`config.mk`:
```
export PLATFORM = sky130hd
export DESIGN_NAME = cla32
export DESIGN_NICKNAME = d
export VERILOG_FILES = /design/src/rtl/cla_pkg.sv /design/src/rtl/cla4_group.sv /design/src/rtl/cla32.sv
export SDC_FILE = /design/constraint.sdc
export NUM_CORES = 1
export LEC_CHECK = 0
export CAP_MARGIN = 15
export CORE_MARGIN = 2
export CORE_UTILIZATION = 40
export DETAILED_ROUTE_END_ITERATION = 10
export GPL_TIMING_DRIVEN = 1
export PLACE_DENSITY = 0.79
export SYNTH_ARGS = -nofsm -noshare
export SYNTH_HDL_FRONTEND = slang
export SYNTH_SLANG_ARGS = --single-unit
```
`constraint.sdc`:
```
create_clock -name clk -period 0.8 [get_ports clk]
set_clock_uncertainty 0.05 [all_clocks]
set_input_delay 0.08 -clock clk [delete_from_list [all_inputs] [get_ports clk]]
set_output_delay 0.08 -clock clk [all_outputs]
set_load 0.05 [all_outputs]
```
`src/rtl/cla_pkg.sv`:
```
// Shared constants and types for the 32-bit carry-lookahead adder.
// The design is 8 groups of 4 bits.
package cla_pkg;

    localparam int CLA_WIDTH   = 32;
    localparam int CLA_GROUP   = 4;
    localparam int CLA_NGROUPS = CLA_WIDTH / CLA_GROUP;

    typedef logic [CLA_WIDTH-1:0] word_t;
    typedef logic [CLA_WIDTH:0]   sum_t;

endpackage

```
`src/rtl/cla4_group.sv`:
```
// 4-bit lookahead group. It produces the sum bits from the incoming group carry,
// plus the group generate/propagate used by the second-level carry unit.
module cla4_group
    import cla_pkg::*;
(
    input  logic [CLA_GROUP-1:0] a_i,
    input  logic [CLA_GROUP-1:0] b_i,
    input  logic                 c_i,
    output logic [CLA_GROUP-1:0] s_o,
    output logic                 g_o,
    output logic                 p_o
);

    logic [CLA_GROUP-1:0] g;
    logic [CLA_GROUP-1:0] p;
    logic [CLA_GROUP-1:0] c;

    assign g = a_i & b_i;
    assign p = a_i ^ b_i;

    // Each internal carry is a flat sum of products of c_i, so nothing ripples inside the group.
    assign c[0] = c_i;
    assign c[1] = g[0] | (p[0] & c_i);
    assign c[2] = g[1] | (p[1] & g[0]) | (p[1] & p[0] & c_i);
    assign c[3] = g[2] | (p[2] & g[1]) | (p[2] & p[1] & g[0]) | (p[2] & p[1] & p[0] & c_i);

    assign s_o = p ^ c;
    assign g_o = g[3] | (p[3] & g[2]) | (p[3] & p[2] & g[1]) | (p[3] & p[2] & p[1] & g[0]);
    assign p_o = &p;

endmodule

```
`src/rtl/cla32.sv`:
```
// 32-bit two-level carry-lookahead adder: out = a + b + cin.
// The result and its valid flag are registered, giving a fixed 1-cycle latency.
module cla32
    import cla_pkg::*;
(
    input  logic  clk,
    input  logic  rst_n,
    input  word_t a,
    input  word_t b,
    input  logic  cin,
    input  logic  in_valid,
    output sum_t  out,
    output logic  out_valid
);

    logic [CLA_NGROUPS-1:0] grp_g;
    logic [CLA_NGROUPS-1:0] grp_p;
    logic [CLA_NGROUPS-1:0] grp_c;
    word_t                  sum;
    logic                   cout;
    sum_t                   out_d;
    sum_t                   out_q;
    logic                   out_valid_q;

    for (genvar gi = 0; gi < CLA_NGROUPS; gi++) begin : g_grp
        cla4_group u_grp (
            .a_i (a[gi*CLA_GROUP +: CLA_GROUP]),
            .b_i (b[gi*CLA_GROUP +: CLA_GROUP]),
            .c_i (grp_c[gi]),
            .s_o (sum[gi*CLA_GROUP +: CLA_GROUP]),
            .g_o (grp_g[gi]),
            .p_o (grp_p[gi])
        );
    end

    // Group carry c_4k = OR over j<k of (G_j & P_j+1..P_k-1), OR (P_0..P_k-1 & cin).
    // Every term is formed independently, so the carries do not ripple between groups.
    always_comb begin
        logic acc;
        logic term;
        // NOTE: the scratch variables get a value before any use, so this block infers no latch.
        acc   = 1'b0;
        term  = 1'b0;
        grp_c = '0;
        for (int k = 0; k < CLA_NGROUPS; k++) begin
            acc = cin;
            for (int j = 0; j < k; j++) begin
                acc = acc & grp_p[j];
            end
            for (int j = 0; j < k; j++) begin
                term = grp_g[j];
                for (int m = j + 1; m < k; m++) begin
                    term = term & grp_p[m];
                end
                acc = acc | term;
            end
            grp_c[k] = acc;
        end
    end

    assign cout  = grp_g[CLA_NGROUPS-1] | (grp_p[CLA_NGROUPS-1] & grp_c[CLA_NGROUPS-1]);
    assign out_d = {cout, sum};

    // NOTE: state is updated with non-blocking assignments so every register samples pre-edge values.
    always_ff @(posedge clk or negedge rst_n) begin
        if (!rst_n) begin
            out_q       <= '0;
            out_valid_q <= 1'b0;
        end else begin
            out_q       <= out_d;
            out_valid_q <= in_valid;
        end
    end

    assign out       = out_q;
    assign out_valid = out_valid_q;

endmodule

```
==> results of run 1 <==
through the flow:
step | cell area (um^2) | cells
CTS | 4680 | 448
detailed placement | 4290 | 422
floorplan | 2370 | 188
global placement | 4290 | 422
cells by family after synthesis:
family | synth area share, %
AOI/OAI and AO/OA | 15.4
adders and majority gates | 25.8
and+or+nand+nor | 9.79
DFF | 39.1
xor gates and xnor gates | 8.87
buffers and inverters | 1.04
per-layer routing:
metal | track usage [%] | overflow
met4 | 98.9 | 110
met1 | 80.4 | 2
met2 | 107 | 168
met5 | 4.55 | 0
met3 | 55.7 | 1
repair_timing:
item                                    in CTS
hold endpoints to repair                    34
hold buffers                                 1
pin swaps                                   51
resized for setup                          170
buffers inserted                            23
endpoints found under the setup margin      67
==> results.json, run 1 <==
{
  "clockBufferDepth": 2,
  "cts_buffers": 5,
  "synth_area_leader_cell": "dfrtp_1",
  "antenna_found_initial": 1,
  "synth-edff-count": 0,
  "gp_congestion": 0.840,
  "synth_commonest_cells": "34 x dfrtp_1, 32 x ha_1, 12 x a21oi_1, 12 x xor2_1",
  "syn_nets": 296,
  "die_h_um": 77.7,
  "syn_area_mm2": 0.00217,
  "dpl.hpwl_mm": 5.24,
  "error": "[ERROR GRT-0232] Routing congestion too high. Check the congestion heatmap in the GUI.",
  "postSynthRegisterBits": 34,
  "haltStage": "5_1_grt",
  "ys.warnings.count": 0,
  "grt-worst-endpoint": "out[13]$_DFF_PN0_/D",
  "grt_max_degree": 35,
  "synthArstFlopShare_pct": 100,
  "initial_core_util_pct": 42.0,
  "pre_cts_ws_ps": -2130,
  "io_pins": 102,
  "synth_top_area_share_pct": 39.1,
  "grt-ovfl-total": 281,
  "endpoint_type": "register input",
  "clock_sinks": 34,
  "synth_area_leaders": "dfrtp_1 39%, ha_1 18%, fa_1 7.4%, xor2_1 4.8%, xnor2_1 4.0%",
  "ys_seq_area_share_pct": 39.1,
  "syn_avg_cell_area_um2": 11.6,
  "die_x_um": 77.7,
  "status": "aborted with a tool error",
  "synthDistinctLibCells": 39,
  "synth_most_common_cell": "dfrtp_1",
  "cts_root_buf": "clkbuf_8",
  "synth-main-ff-cell": "dfrtp_1",
  "numPortBuffers": 101,
  "synthCells": 188,
  "grt_use_total_pct": 83.3,
  "placementRows": 26,
  "htree_levels": 2
}
==> inputs of run 2 (changes only) <==
- CORE_UTILIZATION: 40 -> 25
- PLACE_DENSITY: 0.79 -> default
- PLACE_DENSITY_LB_ADDON: default -> 0.15
==> results.json, run 2 <==
{
  "wl_per_cell_um": 13.0,
  "max_stage_delay_ps": 360,
  "fmax_mhz": 439,
  "gp_congestion": 0.760,
  "min_period_over_period_pct": 285,
  "syn_nets": 296,
  "drc": 0,
  "ir_worst_vdd_mv": 0.665,
  "clock_sinks": 34,
  "drt_iter0_markers": 16,
  "syn_avg_cell_area_um2": 11.6,
  "mostFrequentLayoutCell": "buf_4",
  "seq_area_um2": 851,
  "synthDistinctLibCells": 39,
  "cts_root_buf": "clkbuf_8",
  "power_density_mw_per_mm2": 1810,
  "grt_max_degree": 35,
  "ys_seq_area_share_pct": 39.1,
  "synth_area_leader_cell": "dfrtp_1",
  "synth_area_leaders": "dfrtp_1 39%, ha_1 18%, fa_1 7.4%, xor2_1 4.8%, xnor2_1 4.0%",
  "critPathKind": "primary input to flip-flop",
  "cts_buffers": 5,
  "grt_pass1_vias": 2332,
  "hold_ws_ps": 128,
  "fin_setup_tns_ps": -37960,
  "dpl.hpwl_mm": 4.90,
  "die_h_um": 97.2,
  "synthCells": 188,
  "relSlewSlack_pct": 77.8,
  "area_growth_pct": 133,
  "coreArea_mm2": 0.00859,
  "cts_tree": "yes",
  "synth-edff-count": 0,
  "finalHoldViolations": 0,
  "drive_gt1_share_pct": 62.4,
  "initial_core_util_pct": 25.3,
  "drv_cap": 0,
  "clkSlewWorstSetupHoldPaths_ps": 60,
  "cp_num_buf_inv": 3,
  "drt-total-wl_mm": 6.43,
  "hold_path_class": "primary input to flip-flop",
  "fin_nets": 495,
  "antenna_found_initial": 0,
  "fillers": 719,
  "final-instance-count-excl-fill": 496,
  "synthArstFlopShare_pct": 100,
  "path_max_fanout": 3,
  "clockBufferDepth": 2,
  "placementRows": 34,
  "cpMaxStageDelayCell": "fa_2",
  "place_inst": 464,
  "synth-main-ff-cell": "dfrtp_1",
  "numPortBuffers": 101,
  "arrival_ps": 2390,
  "timing.final.ws_setup_ps": -1480,
  "p_leak_uw": 0.00230,
  "setup.worst_path.start_class": "primary input",
  "drt-pass1-iter-count": 4,
  "tightest_slew_ps": 329,
  "num_vias": 2209,
  "setup_viol": 64,
  "io_pins": 102,
  "power_uw": 9170,
  "viasPerCell": 4.45,
  "grt-ovfl-total": 0,
  "synth_most_common_cell": "dfrtp_1",
  "final_area_mm2": 0.00507,
  "synth_top_area_share_pct": 39.1,
  "crit_chain": "buf_6 -> ha_4 -> and3_4 -> and3_4 -> a211oi_4 -> inv_2 -> buf_6 -> a21o_1 -> a21oi_2 -> nor2b_2 -> o21ai_1 -> nand2b_1 -> fa_2 -> xor2_1",
  "violations": "setup timing",
  "postRouteAntennaNets": 0,
  "largest_reg_flops": 33,
  "layout_min_cycle_time_ps": 2280,
  "die-area_mm2": 0.00946,
  "syn_area_mm2": 0.00217,
  "cp_top_family": "compound AO/OA/AOI/OAI gates",
  "final_cell_mix": "70 x buf_4, 35 x buf_12, 34 x dfrtp_1, 29 x buf_6, 22 x ha_4",
  "grt_use_total_pct": 13.5,
  "ys.warnings.count": 0,
  "multi_input_comb_area_mm2": 0.00189,
  "grt_setup_unrepaired": "true",
  "cp-end-kind": "flip-flop",
  "slew_viol_final": 0,
  "n_antenna_cell": 0,
  "cp.required_ps": 910,
  "place_area_mm2": 0.00436,
  "grt_first_pass_wirelength_mm": 10.4,
  "die_x_um": 97.2,
  "htree_levels": 2,
  "status": "finished with violations",
  "synth_commonest_cells": "34 x dfrtp_1, 32 x ha_1, 12 x a21oi_1, 12 x xor2_1",
  "postSynthRegisterBits": 34
}
==> run 2: final timing paths <==
kind / start / end / slack (ps) / cells after the start
worst min-delay path: a[12] / out[12]$_DFF_PN0_ / 130 / 2
max in group asynchronous: rst_n / out_valid$_DFF_PN0_ / 270 / 3
worst max-delay path: a[7] / out[13]$_DFF_PN0_ / -1480 / 14
min in group asynchronous: rst_n / out[18]$_DFF_PN0_ / 250 / 3
==> run 2: logic make-up (layout without fill, tap and decap cells) <==
family,count (synthesis),in the layout,share of synthesized area [%]
DFF,34,34,39.1
adders and majority gates,40,40,25.8
buffers and inverters,6,206,1.04
and+or+nand+nor,39,39,9.79
AOI/OAI and AO/OA,47,47,15.4
xor gates and xnor gates,22,22,8.87
==> run 2: power breakdown <==
group / leakage (uW) / internal (uW) / total (uW) / switching, uW
Combinational: 0.00185 / 2810 / 5240 / 2430
Clock: 0.0000524 / 933 / 1550 / 621
Sequential: 0.000396 / 2070 / 2370 / 297
==> run 2: repair_timing <==
| action | in CTS | in global routing |
|---|---|---|
| gates resized for setup | 166 | 74 |
| pin swaps | 56 | 66 |
| setup endpoints to repair | 67 | 66 |
| hold endpoints to repair | 34 | 0 |
| buffers inserted | 19 | 16 |
| hold buffers | 1 | 0 |
==> run 2: per-stage QoR <==
step / worst slack [ps] / utilization [%]
finish: -1480 / 59.0
global route: -1550 / 59.0
CTS: -1530 / 55.6
detailed placement: -2170 / 50.8
global placement: -2090 / 50.8
floorplan: -1540 / -
==> run 2: per-layer routing <==
layer	part of all wire, %	vias to the layer above	global-route usage [%]
met5	0	-	0
li1	-	1078	-
met2	52	70	24.7
met1	38	1057	14.5
met3	8.8	4	5.61
met4	1.2	0	3.21
==> run 2: layout make-up <==
class | instances | share of cell area [%]
clock inverters | 1 | 0.592
inverters | 6 | 0.592
clock buffers | 7 | 1.51
repair buffers | 192 | 40.5
flip-flops and latches | 34 | 16.8
well taps | 108 | 2.66
multi-input cells | 148 | 37.4
Power figures use the tool's default switching activity.
==> inputs of run 3 (changes only) <==
- CORE_UTILIZATION: 25 -> 30
- CTS_BUF_LIST: default -> sky130_fd_sc_hd__clkbuf_16
==> results.json, run 3 (synthesis gave the netlist of run 2 again) <==
{
  "grt_pass1_vias": 2488,
  "gp_congestion": 0.805,
  "postRouteAntennaNets": 0,
  "holdPathStages": 4,
  "min_period_over_period_pct": 274,
  "htree_levels": 2,
  "finalHoldViolations": 0,
  "place_area_mm2": 0.00437,
  "power_density_mw_per_mm2": 1950,
  "drt-pass1-iter-count": 4,
  "drt-total-wl_mm": 6.84,
  "numPortBuffers": 101,
  "tightest_slew_ps": 389,
  "area_growth_pct": 131,
  "initial_core_util_pct": 30.5,
  "grt-ovfl-total": 0,
  "setup_viol": 65,
  "layout_min_cycle_time_ps": 2190,
  "wl_per_cell_um": 14.1,
  "cp-end-kind": "flip-flop",
  "grt_setup_unrepaired": "true",
  "setup.worst_path.start_class": "primary input",
  "hold_path_class": "primary input to flip-flop",
  "fin_nets": 493,
  "path_max_fanout": 3,
  "antenna_found_initial": 0,
  "drive_gt1_share_pct": 61.1,
  "die-area_mm2": 0.00794,
  "clock_sinks": 34,
  "violations": "setup timing",
  "relSlewSlack_pct": 73.8,
  "drc": 0,
  "arrival_ps": 2310,
  "cts_tree": "yes",
  "drv_cap": 0,
  "final_area_mm2": 0.00502,
  "status": "finished with violations",
  "viasPerCell": 4.64,
  "n_antenna_cell": 0,
  "cp.required_ps": 920,
  "hp-start": "a[6]",
  "timing.final.ws_setup_ps": -1390,
  "hold_path_end": "out[7]$_DFF_PN0_",
  "die_h_um": 89.1,
  "num_vias": 2250,
  "grt_max_degree": 35,
  "clockBufferDepth": 2,
  "ir_worst_vdd_mv": 0.862,
  "p_leak_uw": 0.00225,
  "critPathKind": "primary input to flip-flop",
  "largest_reg_flops": 33,
  "cts_root_buf": "clkbuf_16",
  "fmax_mhz": 456,
  "io_pins": 102,
  "grt_first_pass_wirelength_mm": 10.7,
  "final_core_util_pct": 70.3,
  "mostFrequentLayoutCell": "buf_4",
  "final_cell_mix": "77 x buf_4, 35 x buf_12, 34 x dfrtp_1, 21 x ha_4, 21 x dlygate4sd2_1",
  "cts_buffers": 5,
  "drt_iter0_markers": 43,
  "dpl.hpwl_mm": 5.09,
  "coreArea_mm2": 0.00714,
  "clkSlewWorstSetupHoldPaths_ps": 60,
  "grt_use_total_pct": 17.6,
  "placementRows": 31,
  "slew_viol_final": 0,
  "die_x_um": 89.1
}
==> run 3: changes by cell type in the layout (fill, tap and decap cells not counted), sizes merged <==
cell / previous run / this run
dlymetal6s2s: 8 / 0
dlygate4sd2: 8 / 21
buf: 146 / 139
clkinv: 0 / 2
clkbuf: 15 / 12
clkdlybuf4s15: 6 / 7
==> run 3: stage by stage <==
| step | power (uW) | hold slack, ps | TNS (ps) | setup WS [ps] | std cells |
|---|---|---|---|---|---|
| finish | 9760 | 145 | -36590 | -1390 | 485 |
| global route | 10200 | 169 | -39340 | -1450 | 485 |
| CTS | 9700 | 146 | -37190 | -1510 | 483 |
| detailed placement | 7170 | 11.4 | -52570 | -2120 | 457 |
| global placement | 7100 | 9.48 | -51280 | -2060 | 457 |
| floorplan | 4410 | -266 | -28840 | -1540 | 188 |
==> run 3: cell type report <==
class,count,area [um^2]
clock buffers,5,125
clock inverters,3,40.0
fillers,548,2120
inverters,6,30.0
multi-input cells,148,1870
flip-flops and latches,34,851
well taps,99,124
repair buffers,190,1980
==> run 3: critical path, stage by stage <==
cell,delay [ps]
buf_8,100
ha_4,240
a211oi_4,300
nor2_4,70
a211oi_4,220
inv_2,90
nor2_4,110
o21ai_2,60
a31o_1,200
a21o_1,170
a21o_1,180
fa_2,350
xor2_1,140
==> run 3: worst max path at each step <==
stage	startpoint	endpoint	slack, ps	cells past startpoint
2_1_floorplan	a[7]	out[25]$_DFF_PN0_	-1540	12
3_3_place_gp	a[0]	out[25]$_DFF_PN0_	-2060	13
3_5_place_dp	a[0]	out[25]$_DFF_PN0_	-2120	13
4_1_cts	b[13]	out[25]$_DFF_PN0_	-1510	11
5_1_grt	a[0]	out[25]$_DFF_PN0_	-1450	13
6_report	a[0]	out[25]$_DFF_PN0_	-1390	13
==> run 3: power breakdown <==
| group | leakage [uW] | internal, uW | switching, uW |
|---|---|---|---|
| clock network | 0.0000836 | 1460 | 736 |
| logic | 0.00177 | 2750 | 2450 |
| registers | 0.000396 | 2080 | 298 |
| total | 0.00225 | 6280 | 3480 |
==> run 3: timing repair <==
item	in CTS	in global routing
pin swaps	64	48
buffers inserted	24	7
hold endpoints to repair	34	0
hold buffers	1	0
setup endpoints to repair	67	65
gates resized for setup	164	44
==> run 3: per-layer routing <==
layer	track usage, %	share of wire (%)	vias up
met5	0	0	-
met1	17.4	36	1094
li1	-	-	1080
met2	35.5	57	69
met4	5.16	1.1	0
met3	4.34	6.3	7
